## src/rtl/pipe_hazard_ctrl.sv

```systemverilog
// Stall/flush sequencer for the F/D/E/M/W pipeline: drives PC and inter-stage
// register enables/clears, tracks multiply latency and stale fetches.
module pipe_hazard_ctrl #(
   parameter int MUL_LAT = 4,
   parameter int CNT_W   = 32
) (
   input  logic             clk,
   input  logic             reset,
   input  logic             icache_ready,
   input  logic             load_use_hazard,
   input  logic             ex_is_mul,
   input  logic             branch_taken_e,
   input  logic             dcache_req,
   input  logic             dcache_ready,
   output logic             pc_en,
   output logic             fd_en,
   output logic             de_en,
   output logic             em_en,
   output logic             mw_en,
   output logic             fd_flush,
   output logic             de_flush,
   output logic             em_flush,
   output logic             mw_flush,
   output logic [CNT_W-1:0] stall_cycles
);

   localparam bit MUL_EN = (MUL_LAT > 1);
   localparam int MC_W   = (MUL_LAT > 2) ? $clog2(MUL_LAT) : 1;
   localparam logic [MC_W-1:0] MUL_LOAD = MUL_EN ? MC_W'(MUL_LAT - 2) : '0;

   typedef enum logic [1:0] {
      M_IDLE = 2'd0,
      M_BUSY = 2'd1,
      M_DONE = 2'd2
   } mul_state_t;

   mul_state_t       mul_state_q, mul_state_d;
   logic [MC_W-1:0]  mul_cnt_q, mul_cnt_d;
   logic             discard_q, discard_d;
   logic [CNT_W-1:0] stall_cnt_q, stall_cnt_d;

   logic dstall, mstall;

   assign dstall = dcache_req & ~dcache_ready;
   assign mstall = MUL_EN & ex_is_mul & (mul_state_q != M_DONE);

   // Oldest-stage-first resolution; only the first matching condition applies.
   always_comb begin
      pc_en     = 1'b1;
      fd_en     = 1'b1;
      de_en     = 1'b1;
      em_en     = 1'b1;
      mw_en     = 1'b1;
      fd_flush  = 1'b0;
      de_flush  = 1'b0;
      em_flush  = 1'b0;
      mw_flush  = 1'b0;
      discard_d = discard_q;
      if (reset) begin
         pc_en    = 1'b0;
         fd_en    = 1'b0;
         de_en    = 1'b0;
         em_en    = 1'b0;
         mw_en    = 1'b0;
         fd_flush = 1'b1;
         de_flush = 1'b1;
         em_flush = 1'b1;
         mw_flush = 1'b1;
      end else if (dstall) begin
         pc_en    = 1'b0;
         fd_en    = 1'b0;
         de_en    = 1'b0;
         em_en    = 1'b0;
         mw_flush = 1'b1;
      end else if (mstall) begin
         pc_en    = 1'b0;
         fd_en    = 1'b0;
         de_en    = 1'b0;
         em_flush = 1'b1;
      end else if (branch_taken_e) begin
         fd_flush = 1'b1;
         de_flush = 1'b1;
         // The fetch in flight targets the wrong path; drop it when it lands.
         if (!icache_ready) discard_d = 1'b1;
      end else if (load_use_hazard) begin
         pc_en    = 1'b0;
         fd_en    = 1'b0;
         de_flush = 1'b1;
      end else if (icache_ready && discard_q) begin
         pc_en     = 1'b0;
         fd_flush  = 1'b1;
         discard_d = 1'b0;
      end else if (!icache_ready) begin
         pc_en    = 1'b0;
         fd_flush = 1'b1;
      end
   end

   // mul_cnt_q holds the stall cycles still owed including the current one.
   always_comb begin
      mul_state_d = mul_state_q;
      mul_cnt_d   = mul_cnt_q;
      case (mul_state_q)
         M_IDLE: begin
            if (MUL_EN && ex_is_mul && !dstall) begin
               mul_cnt_d   = MUL_LOAD;
               mul_state_d = (MUL_LOAD == '0) ? M_DONE : M_BUSY;
            end
         end
         M_BUSY: begin
            if (!dstall) begin
               mul_cnt_d = mul_cnt_q - 1'b1;
               if (mul_cnt_q <= MC_W'(1)) mul_state_d = M_DONE;
            end
         end
         M_DONE: begin
            if (em_en && !dstall) mul_state_d = M_IDLE;
         end
         default: mul_state_d = M_IDLE;
      endcase
   end

   always_comb begin
      stall_cnt_d = stall_cnt_q;
      if (!pc_en && (stall_cnt_q != {CNT_W{1'b1}})) stall_cnt_d = stall_cnt_q + 1'b1;
   end

   always_ff @(posedge clk or posedge reset) begin
      if (reset) begin
         mul_state_q <= M_IDLE;
         mul_cnt_q   <= '0;
         discard_q   <= 1'b0;
         stall_cnt_q <= '0;
      end else begin
         mul_state_q <= mul_state_d;
         mul_cnt_q   <= mul_cnt_d;
         discard_q   <= discard_d;
         stall_cnt_q <= stall_cnt_d;
      end
   end

   assign stall_cycles = stall_cnt_q;

endmodule

```

## config.mk

```make
export PLATFORM = sky130hd
export DESIGN_NAME = pipe_hazard_ctrl
export DESIGN_NICKNAME = d
export VERILOG_FILES = /design/src/rtl/pipe_hazard_ctrl.sv
export SDC_FILE = /design/constraint.sdc
export NUM_CORES = 1
export LEC_CHECK = 0
export ABC_CLOCK_PERIOD_IN_PS = 3340
export CORE_MARGIN = 3
export CORE_UTILIZATION = 53
export CTS_CLUSTER_SIZE = 28
export DETAILED_ROUTE_END_ITERATION = 6
export GPL_ROUTABILITY_DRIVEN = 0
export PLACE_DENSITY = 0.84
export SYNTH_ARGS = -nofsm -noshare
export SYNTH_HDL_FRONTEND = slang
export SYNTH_SLANG_ARGS = --single-unit
```

## constraint.sdc

```tcl
create_clock -name clk -period 3.34 [get_ports clk]
set_input_delay 0.668 -clock clk [delete_from_list [all_inputs] [get_ports clk]]
set_output_delay 0.668 -clock clk [all_outputs]
set_load 0.01 [all_outputs]
```

; Word level (Yosys, flattened, before mapping)
; Cells that the tools add are included.
[word_totals]
regBits = 37
in_bits = 8
out_inout_bits = 41
word_cells = 82
[op_classes]
add_sub_neg = 2
n_lt_le_gt_ge = 1
eq_ne = 10
n_mux = 47
n_bitwise = 6
reduce_logical = 12
[op_table]
columns = cell, count
row1 = $mux W1, 39
row2 = $add A32 B1 Y32 const B, 1
row3 = $ne A32 B32 Y1 const B, 1
row4 = $mux W2, 6
row5 = $ne A2 B2 Y1 const B, 6
row6 = $pmux W2 S3, 1
row7 = $reduce_and A6 Y1, 1
row8 = $logic_and A1 B1 Y1, 4
row9 = $not A1 Y1, 4
row10 = $pmux W2 S2, 1
row11 = $reduce_and A4 Y1, 1
row12 = $reduce_bool A2 Y1, 2
row13 = $reduce_and A3 Y1, 1
row14 = $and A1 B1 Y1, 2
row15 = $eq A2 B1 Y1 const B, 1
row16 = $eq A2 B2 Y1 const B, 1
row17 = $le A2 B1 Y1 const B, 1
row18 = $logic_not A1 Y1, 2
row19 = $logic_not A2 Y1, 1
row20 = $ne A2 B1 Y1 const B, 1
row21 = $sub A2 B1 Y2 const B, 1

; Depth between registers and ports, before layout
; Gate-level depths: netlist (run 1).
[logic_depth]
depth_word = 9
ltp_mapped = 8
ltp_nobuf = 6

; Worst setup path after synthesis (run 1)
; Ideal clock, no wire load.
[synth_path]
path_kind = input port to output port
start = input port reset
end = output port em_flush
t_arrival_ps = 1910
required_time_ps = 2672
slack_ps = 762
stages = 2
path_buffers = 0
path_cell_list = inv_1 o21ai_0
[synth_between]
elab_chain_len = 1
[synth_rtl]
columns = element, line
row1 = from (decl), 8  ; input logic reset,
row2 = $mux W1, 59  ; if (reset) begin
row3 = to (decl), 22  ; output logic em_flush,
; No other way between the ends.

; Final worst setup path (run 1)
[layout_path]
start = input port dcache_req
end = output port pc_en
[layout_between]
elab_chain_len = 3
[layout_rtl]
columns = element, line
row1 = from (decl), 13  ; input logic dcache_req,
row2 = $and A1 B1 Y1, 44  ; assign dstall = dcache_req & ~dcache_ready;
row3 = $mux W1, 69  ; end else if (dstall) begin
row4 = $mux W1, 59
row5 = to (decl), 15  ; output logic pc_en,
; No other way between the ends.

==> flow_summary.rst, run 1 <==
.. list-table::
   :header-rows: 1

   * - Metric
     - Value
   * - Cell type with the largest total area after synthesis
     - dfrtp_1
   * - Setup TNS
     - 0 ns
   * - Setup slack of the worst register-to-register path
     - 1.17 ns
   * - Maximum number of buffers from clock root to sink
     - 2
   * - Vias
     - 1693
   * - Vias per cell
     - 5.59
   * - Top-level I/O count
     - 49
   * - Number of max-capacitance violations reported
     - 0
   * - Height of the die
     - 68.5 um
   * - I/O Buffers
     - 48
   * - Final net count
     - 264
   * - Final min period
     - 3.03 ns
   * - Detailed-placement wirelength estimate
     - 3.35 mm
   * - Slew at the pin closest to its max-slew limit
     - 0.580 ns
   * - Number of detailed-routing iterations run before antenna repair
     - 4
   * - Clock root buffer master
     - clkbuf_8
   * - Aggregate global routing overflow
     - 0
   * - Sequential-to-total area share from yosys stat
     - 44.7%
   * - Worst ir drop on vdd
     - 0.540 mV
   * - Cell with the biggest individual delay on the critical path
     - clkdlybuf4s50_1
   * - Average cell area after synthesis
     - 10.5 sq um
   * - Max Clk Rate
     - 330 MHz
   * - Mapped Area
     - 2070 sq um
   * - Leading post-synthesis cells by cell area
     - dfrtp_1 (45%), xor2_1 (9.7%), nor4b_2 (3.6%), nor3_1 (3.1%), nand2_1 (2.7%)
   * - Post-Syn Nets
     - 207
   * - Total count of hold-check failures in the final report
     - 0
   * - Worst path required time
     - 2.67 ns
   * - CTS tree
     - done
   * - Count of routing violations after the opening detailed-route iteration
     - 86
   * - Clock latency of the later-clocked register in the worst-skew pair
     - 0.28 ns
   * - Cts repair resizes
     - 0
   * - Async set-or-reset flop fraction in the synthesized netlist
     - 100%
   * - H-tree levels
     - 2
   * - Via count of the first global-routing pass
     - 1627
   * - Initial cell density of the core
     - 55.7%
   * - CTS Sinks
     - 37
   * - Share of cells above drive strength 1
     - 13.3%
   * - Number of routed nets with antenna violations
     - 0
   * - Antenna violations before repair
     - 0
   * - Max-slew violation total from the final report
     - 0
   * - Layout-stage area growth over the synthesis result
     - 31.9%
   * - Finished layout cell area
     - 2730 sq um
   * - Critical Path Sink Type
     - output port
   * - WL final
     - 4.54 mm
   * - Core region area
     - 3720 sq um
   * - Synth Warn #
     - 0
   * - Post-CTS setup buffer count
     - 0
   * - Final Power
     - 0.00148 W
   * - Type of the tightest min-delay check
     - reg2reg
   * - Number of cell rows
     - 22
   * - Main flop type after synthesis
     - dfrtp_1
   * - DIE AREA
     - 4690 sq um
   * - Largest net degree at the start of global routing
     - 20
   * - Final clock period utilization by the worst path
     - 90.9%
   * - Run status
     - complete, no violations
   * - Synth Register Bits
     - 37
   * - Worst setup SP type
     - input pin
   * - Number of buffers created by CTS
     - 5
   * - Number of buffers added to fix hold violations after cts
     - 0
   * - Global-route usage over all layers
     - 21.9%
   * - Headroom to the max-slew limit
     - 61.0%
   * - Reg2Reg Depth
     - 7
   * - RSZ-0062 raised after global routing
     - false
   * - Number of standard cells after synthesis
     - 197
   * - Clock-pin slew reported for the worst setup and hold paths after clock tree synthesis
     - 0.06 ns
   * - Largest driver fanout on the critical path
     - 6
   * - Most used cell, CP
     - clkdlybuf4s50_1
   * - EDFF count, synth
     - 0
   * - Routed length per instance
     - 15.0 um
   * - Final clock skew
     - 0.00861 ns
   * - Post-route DRC violation count
     - 0
   * - Number of setup violations in the final report
     - 0
   * - Number of antenna repair diodes
     - 0
   * - Power density normalized to cell area
     - 543 nW/um^2
   * - Die X-Extent
     - 68.5 um
   * - Maximum cell stage delay along the critical path
     - 0.55 ns
   * - Hold Path Cell Cnt
     - 1
   * - Pleak
     - 1.22 nW
   * - Worst setup path category
     - in2out
   * - Placed instance area
     - 2620 sq um
   * - Area fraction of the dominant cell type after synthesis
     - 44.7%
   * - Cell breakdown of the critical path
     - clkdlybuf4s50_1 > nor2b_1 > a211o_1 > nor2_4 > clkdlybuf4s50_1
   * - Signal arrival time at the worst endpoint
     - 2.37 ns
   * - Global-route wire length before repair
     - 7.63 mm
   * - Unique masters post-synth
     - 44
## layer usage
layer  vias up  routed length, um  GRT usage [%]
li1        812                  -              -
met1       828               2060           29.4
met2        44               2170           34.0
met3         9                215           5.02
met4         0                 85           9.43
met5         -                  0              0
## critical path: cells and delay by family
| family | cells | cell delay [ns] |
|---|---|---|
| AOI/OAI and AO/OA | 1 | 0.40 |
| and+or+nand+nor | 2 | 0.33 |
| buffers and inverters | 2 | 0.97 |
## per-stage QoR
stage	cells	hold WS, ns	util, %	setup WS (ns)
global route	303	0.499	73.5	0.255
floorplan	197	0.457	-	0.762
CTS	303	0.497	73.5	0.307
global placement	295	0.469	70.4	0.342
finish	303	0.496	73.5	0.306
detailed placement	295	0.487	70.4	0.325
## area by class of cell
type	count	area (sq um)
multi-input cells	145	1060
clock inverters	1	30.0
fillers	261	985
inverters	11	41.3
flip-flops and latches	37	926
well taps	48	60.1
repair buffers	54	526
clock buffers	7	86.3
## report_power, final
part / internal, W / switching (W) / leakage (nW) / total, W
sequential: 0.000535 / 0.000115 / 0.455 / 0.000650
combinational: 0.000248 / 0.000193 / 0.712 / 0.000441
clock: 0.000243 / 0.000150 / 0.0585 / 0.000393
total: 0.00103 / 0.000458 / 1.22 / 0.00148
## flip-flops by register name, indices dropped and copies added (netlist names)
signal / count
discard_q: 1
mul_cnt_q: 2
mul_state_q: 2
stall_cycles: 32
## cells by family after synthesis
kind of cell	Yosys count	share of synthesized area, %
adder cells (fa/ha/maj)	2	1.21
XOR/XNOR	29	12.3
multiplexers	2	1.03
AO/OA/AOI/OAI	20	7.19
flip-flops	37	44.7
buffers and inverters	15	3.99
AND/OR/NAND/NOR	92	29.6
## path summary, 6_finish.rpt
path,startpoint,endpoint
max in group asynchronous,reset,mul_cnt_q[1]$_DFFE_PP0P_
worst max register to register,stall_cycles[0]$_DFFE_PP0P_,stall_cycles[17]$_DFFE_PP0P_
min in group asynchronous,reset,stall_cycles[23]$_DFFE_PP0P_
worst min-delay path,mul_cnt_q[0]$_DFFE_PP0P_,mul_cnt_q[0]$_DFFE_PP0P_
worst min register to register,mul_cnt_q[0]$_DFFE_PP0P_,mul_cnt_q[0]$_DFFE_PP0P_
worst max-delay path,dcache_req,pc_en
## synthesized netlist by cell type (4+ instances only)
cell	number
nand4_1	8
nand3_1	6
inv_1	11
xor2_1	23
dfrtp_1	37
nor3_1	13
nor4_1	6
nand2_1	15
o21ai_0	4
xnor2_1	6
nor2_1	14
nor4b_2	5
## placed cells by master (no fill, tap or decap), types with 3 or more instances in the layout
cell type / netlist / routed
clkdlybuf4s50_1: 0 / 48
dfrtp_1: 37 / 37
xor2_1: 23 / 23
nand2_1: 15 / 15
nor2_1: 14 / 14
nor3_1: 13 / 13
inv_1: 11 / 11
nand4_1: 8 / 8
nand3_1: 6 / 6
nor4_1: 6 / 6
xnor2_1: 6 / 6
clkbuf_8: 0 / 6
buf_4: 1 / 6
nor4b_2: 5 / 5
o21ai_0: 4 / 4
nor2b_1: 3 / 3
and3_1: 3 / 3
a21oi_1: 3 / 3
No activity file was read; power rests on OpenSTA's default activity.
==> run 2, diff against run 1 <==
SETUP_SLACK_MARGIN = 0.4   (was not set)
==> flow_summary.rst, run 2 (synthesis gave the netlist of run 1 again) <==
.. list-table::
   :header-rows: 1

   * - Metric
     - Value
   * - Worst setup path category
     - in2out (unchanged)
   * - Max-slew violation total from the final report
     - 0 (unchanged)
   * - Met1 Track Usage GR
     - 29.3% (was 29.4%)
   * - Final net count
     - 265 (was 264)
   * - Power density normalized to cell area
     - 542 nW/um^2 (was 543 nW/um^2)
   * - Run status
     - complete, no violations (unchanged)
   * - H-tree levels
     - 2 (unchanged)
   * - Headroom to the max-slew limit
     - 61.2% (was 61.0%)
   * - Global-route usage over all layers
     - 22.0% (was 21.9%)
   * - Maximum number of buffers from clock root to sink
     - 2 (unchanged)
   * - Cell with the biggest individual delay on the critical path
     - clkdlybuf4s50_1 (unchanged)
   * - DIE AREA
     - 4690 sq um (unchanged)
   * - Routed length per instance
     - 15.2 um (was 15.0 um)
   * - Type of the tightest min-delay check
     - reg2reg (unchanged)
   * - Worst path required time
     - 2.67 ns (about the same)
   * - Maximum cell stage delay along the critical path
     - 0.50 ns (was 0.55 ns)
   * - Hold Path Cell Cnt
     - 1 (unchanged)
   * - CTS Sinks
     - 37 (unchanged)
   * - Largest driver fanout on the critical path
     - 3 (was 6)
   * - Number of cell rows
     - 22 (unchanged)
   * - Core region area
     - 3720 sq um (unchanged)
   * - Number of buffers created by CTS
     - 5 (unchanged)
   * - Initial cell density of the core
     - 55.7% (unchanged)
   * - Pleak
     - 1.25 nW (was 1.22 nW)
   * - I/O Buffers
     - 48 (unchanged)
   * - Final min period
     - 2.86 ns (was 3.03 ns)
   * - Critical Path Sink Type
     - output port (unchanged)
   * - Height of the die
     - 68.5 um (unchanged)
   * - Vias
     - 1700 (was 1693)
   * - Number of routed nets with antenna violations
     - 0 (unchanged)
   * - Most used cell, CP
     - clkdlybuf4s50_1 (unchanged)
   * - WL final
     - 4.61 mm (was 4.54 mm)
   * - Antenna violations before repair
     - 0 (unchanged)
   * - Commonest non-fill, non-tap cells in the layout
     - clkdlybuf4s50_1 (46), dfrtp_1 (37), xor2_1 (23) (was clkdlybuf4s50_1 (48), dfrtp_1 (37), xor2_1 (23))
   * - Clock-pin slew reported for the worst setup and hold paths after clock tree synthesis
     - 0.06 ns (about the same)
   * - Setup TNS
     - 0 ns (unchanged)
   * - Signal arrival time at the worst endpoint
     - 2.19 ns (was 2.37 ns)
   * - Number of max-capacitance violations reported
     - 0 (unchanged)
   * - Reg2Reg Depth
     - 7 (unchanged)
   * - Number of setup violations in the final report
     - 0 (unchanged)
   * - Aggregate global routing overflow
     - 0 (unchanged)
   * - Detailed-placement wirelength estimate
     - 3.35 mm (unchanged)
   * - Highest-utilization routing layer at the global route stage
     - met2 (unchanged)
   * - Global-route wire length before repair
     - 7.67 mm (was 7.63 mm)
   * - Via count of the first global-routing pass
     - 1648 (was 1627)
   * - Finished layout cell area
     - 2740 sq um (was 2730 sq um)
   * - Count of routing violations after the opening detailed-route iteration
     - 108 (was 86)
   * - Max reg flops
     - 32 (unchanged)
   * - Number of detailed-routing iterations run before antenna repair
     - 4 (unchanged)
   * - Max Clk Rate
     - 349 MHz (was 330 MHz)
   * - Worst ir drop on vdd
     - 0.541 mV (was 0.540 mV)
   * - Final standard cell count with taps included and fillers excluded
     - 304 (was 303)
   * - RSZ-0062 raised after global routing
     - false (unchanged)
   * - CTS tree
     - done (unchanged)
   * - Crit path buf inv count
     - 2 (unchanged)
   * - Final clock skew
     - 0.00808 ns (was 0.00861 ns)
   * - Clock root buffer master
     - clkbuf_8 (unchanged)
   * - Slew at the pin closest to its max-slew limit
     - 0.577 ns (was 0.580 ns)
   * - Placed instance area
     - 2620 sq um (unchanged)
   * - Cell breakdown of the critical path
     - clkdlybuf4s50_1 > nor2b_1 > o21ai_0 > a31o_2 > clkdlybuf4s50_1 (was clkdlybuf4s50_1 > nor2b_1 > a211o_1 > nor2_4 > clkdlybuf4s50_1)
   * - Vias per cell
     - 5.59 (about the same)
   * - Post-route DRC violation count
     - 0 (unchanged)
   * - Worst setup SP type
     - input pin (unchanged)
   * - Largest delay share family, worst path
     - buffers and inverters (unchanged)
   * - Largest net degree at the start of global routing
     - 20 (unchanged)
   * - DP Cell Count
     - 295 (unchanged)
   * - Most common library cell in the layout ignoring fill and taps
     - clkdlybuf4s50_1 (unchanged)
   * - Global routing usage on met3
     - 5.19% (was 5.02%)
   * - Total count of hold-check failures in the final report
     - 0 (unchanged)
   * - Clock latency of the later-clocked register in the worst-skew pair
     - 0.29 ns (was 0.28 ns)
   * - Final Power
     - 0.00149 W (was 0.00148 W)
   * - Final clock period utilization by the worst path
     - 85.7% (was 90.9%)
   * - Top-level I/O count
     - 49 (unchanged)
   * - Die X-Extent
     - 68.5 um (unchanged)
   * - Share of cells above drive strength 1
     - 14.1% (was 13.3%)
   * - Depth of the critical timing path with buffers and inverters included
     - 5 (unchanged)
   * - Number of antenna repair diodes
     - 0 (unchanged)
   * - Layout-stage area growth over the synthesis result
     - 32.4% (was 31.9%)
   * - Hold Slack
     - 0.496 ns (about the same)
   * - Met2 routing resource usage after global routing
     - 34.0% (unchanged)
## run 2: cell type report
class / count / area, sq um
sequential: 37 / 926
multi-input combinational: 145 / 1060
timing repair buffer: 55 / 534
clock buffer: 7 / 86.3
clock inverter: 1 / 30.0
tap: 48 / 60.1
fill: 259 / 975
inverter: 11 / 41.3
## run 2: stage by stage
step                util, %  setup slack, ns
finish                 73.8            0.479
global route           73.8            0.407
CTS                    73.7            0.414
detailed placement     70.4            0.325
global placement       70.4            0.342
floorplan                 -            0.762
## run 2: routing by layer
metal / share of wire [%] / up-vias
met5: 0 / -
li1: - / 813
met4: 2.2 / 0
met3: 5.3 / 10
met2: 48 / 57
met1: 44 / 820
## run 2: repair_timing
action | CTS | global route
hold buffers | 0 | 0
pin swaps | 1 | 0
setup buffers | 1 | 0
resized for setup | 2 | 1
gates cloned | 0 | 0
endpoints found under the setup margin | 2 | 1
## run 2: final timing paths
check	start	to	slack (ns)
min	mul_cnt_q[0]$_DFFE_PP0P_	mul_cnt_q[0]$_DFFE_PP0P_	0.50
min reg2reg	mul_cnt_q[0]$_DFFE_PP0P_	mul_cnt_q[0]$_DFFE_PP0P_	0.50
max in group asynchronous	reset	mul_state_q[0]$_DFFE_PP0P_	2.20
max	icache_ready	fd_flush	0.48
max reg2reg	stall_cycles[0]$_DFFE_PP0P_	stall_cycles[17]$_DFFE_PP0P_	1.17
min in group asynchronous	reset	stall_cycles[23]$_DFFE_PP0P_	0.92
## run 2: where the power goes
| group | internal, W | total [W] | switching (W) |
|---|---|---|---|
| logic | 0.000249 | 0.000443 | 0.000194 |
| clock network | 0.000243 | 0.000394 | 0.000150 |
| registers | 0.000535 | 0.000650 | 0.000116 |
==> run 3, diff against run 2 <==
CAP_MARGIN = 20   (was not set)
==> results of run 3 <==
No change in the layout: final DEF, timing and power equal those of run 2.
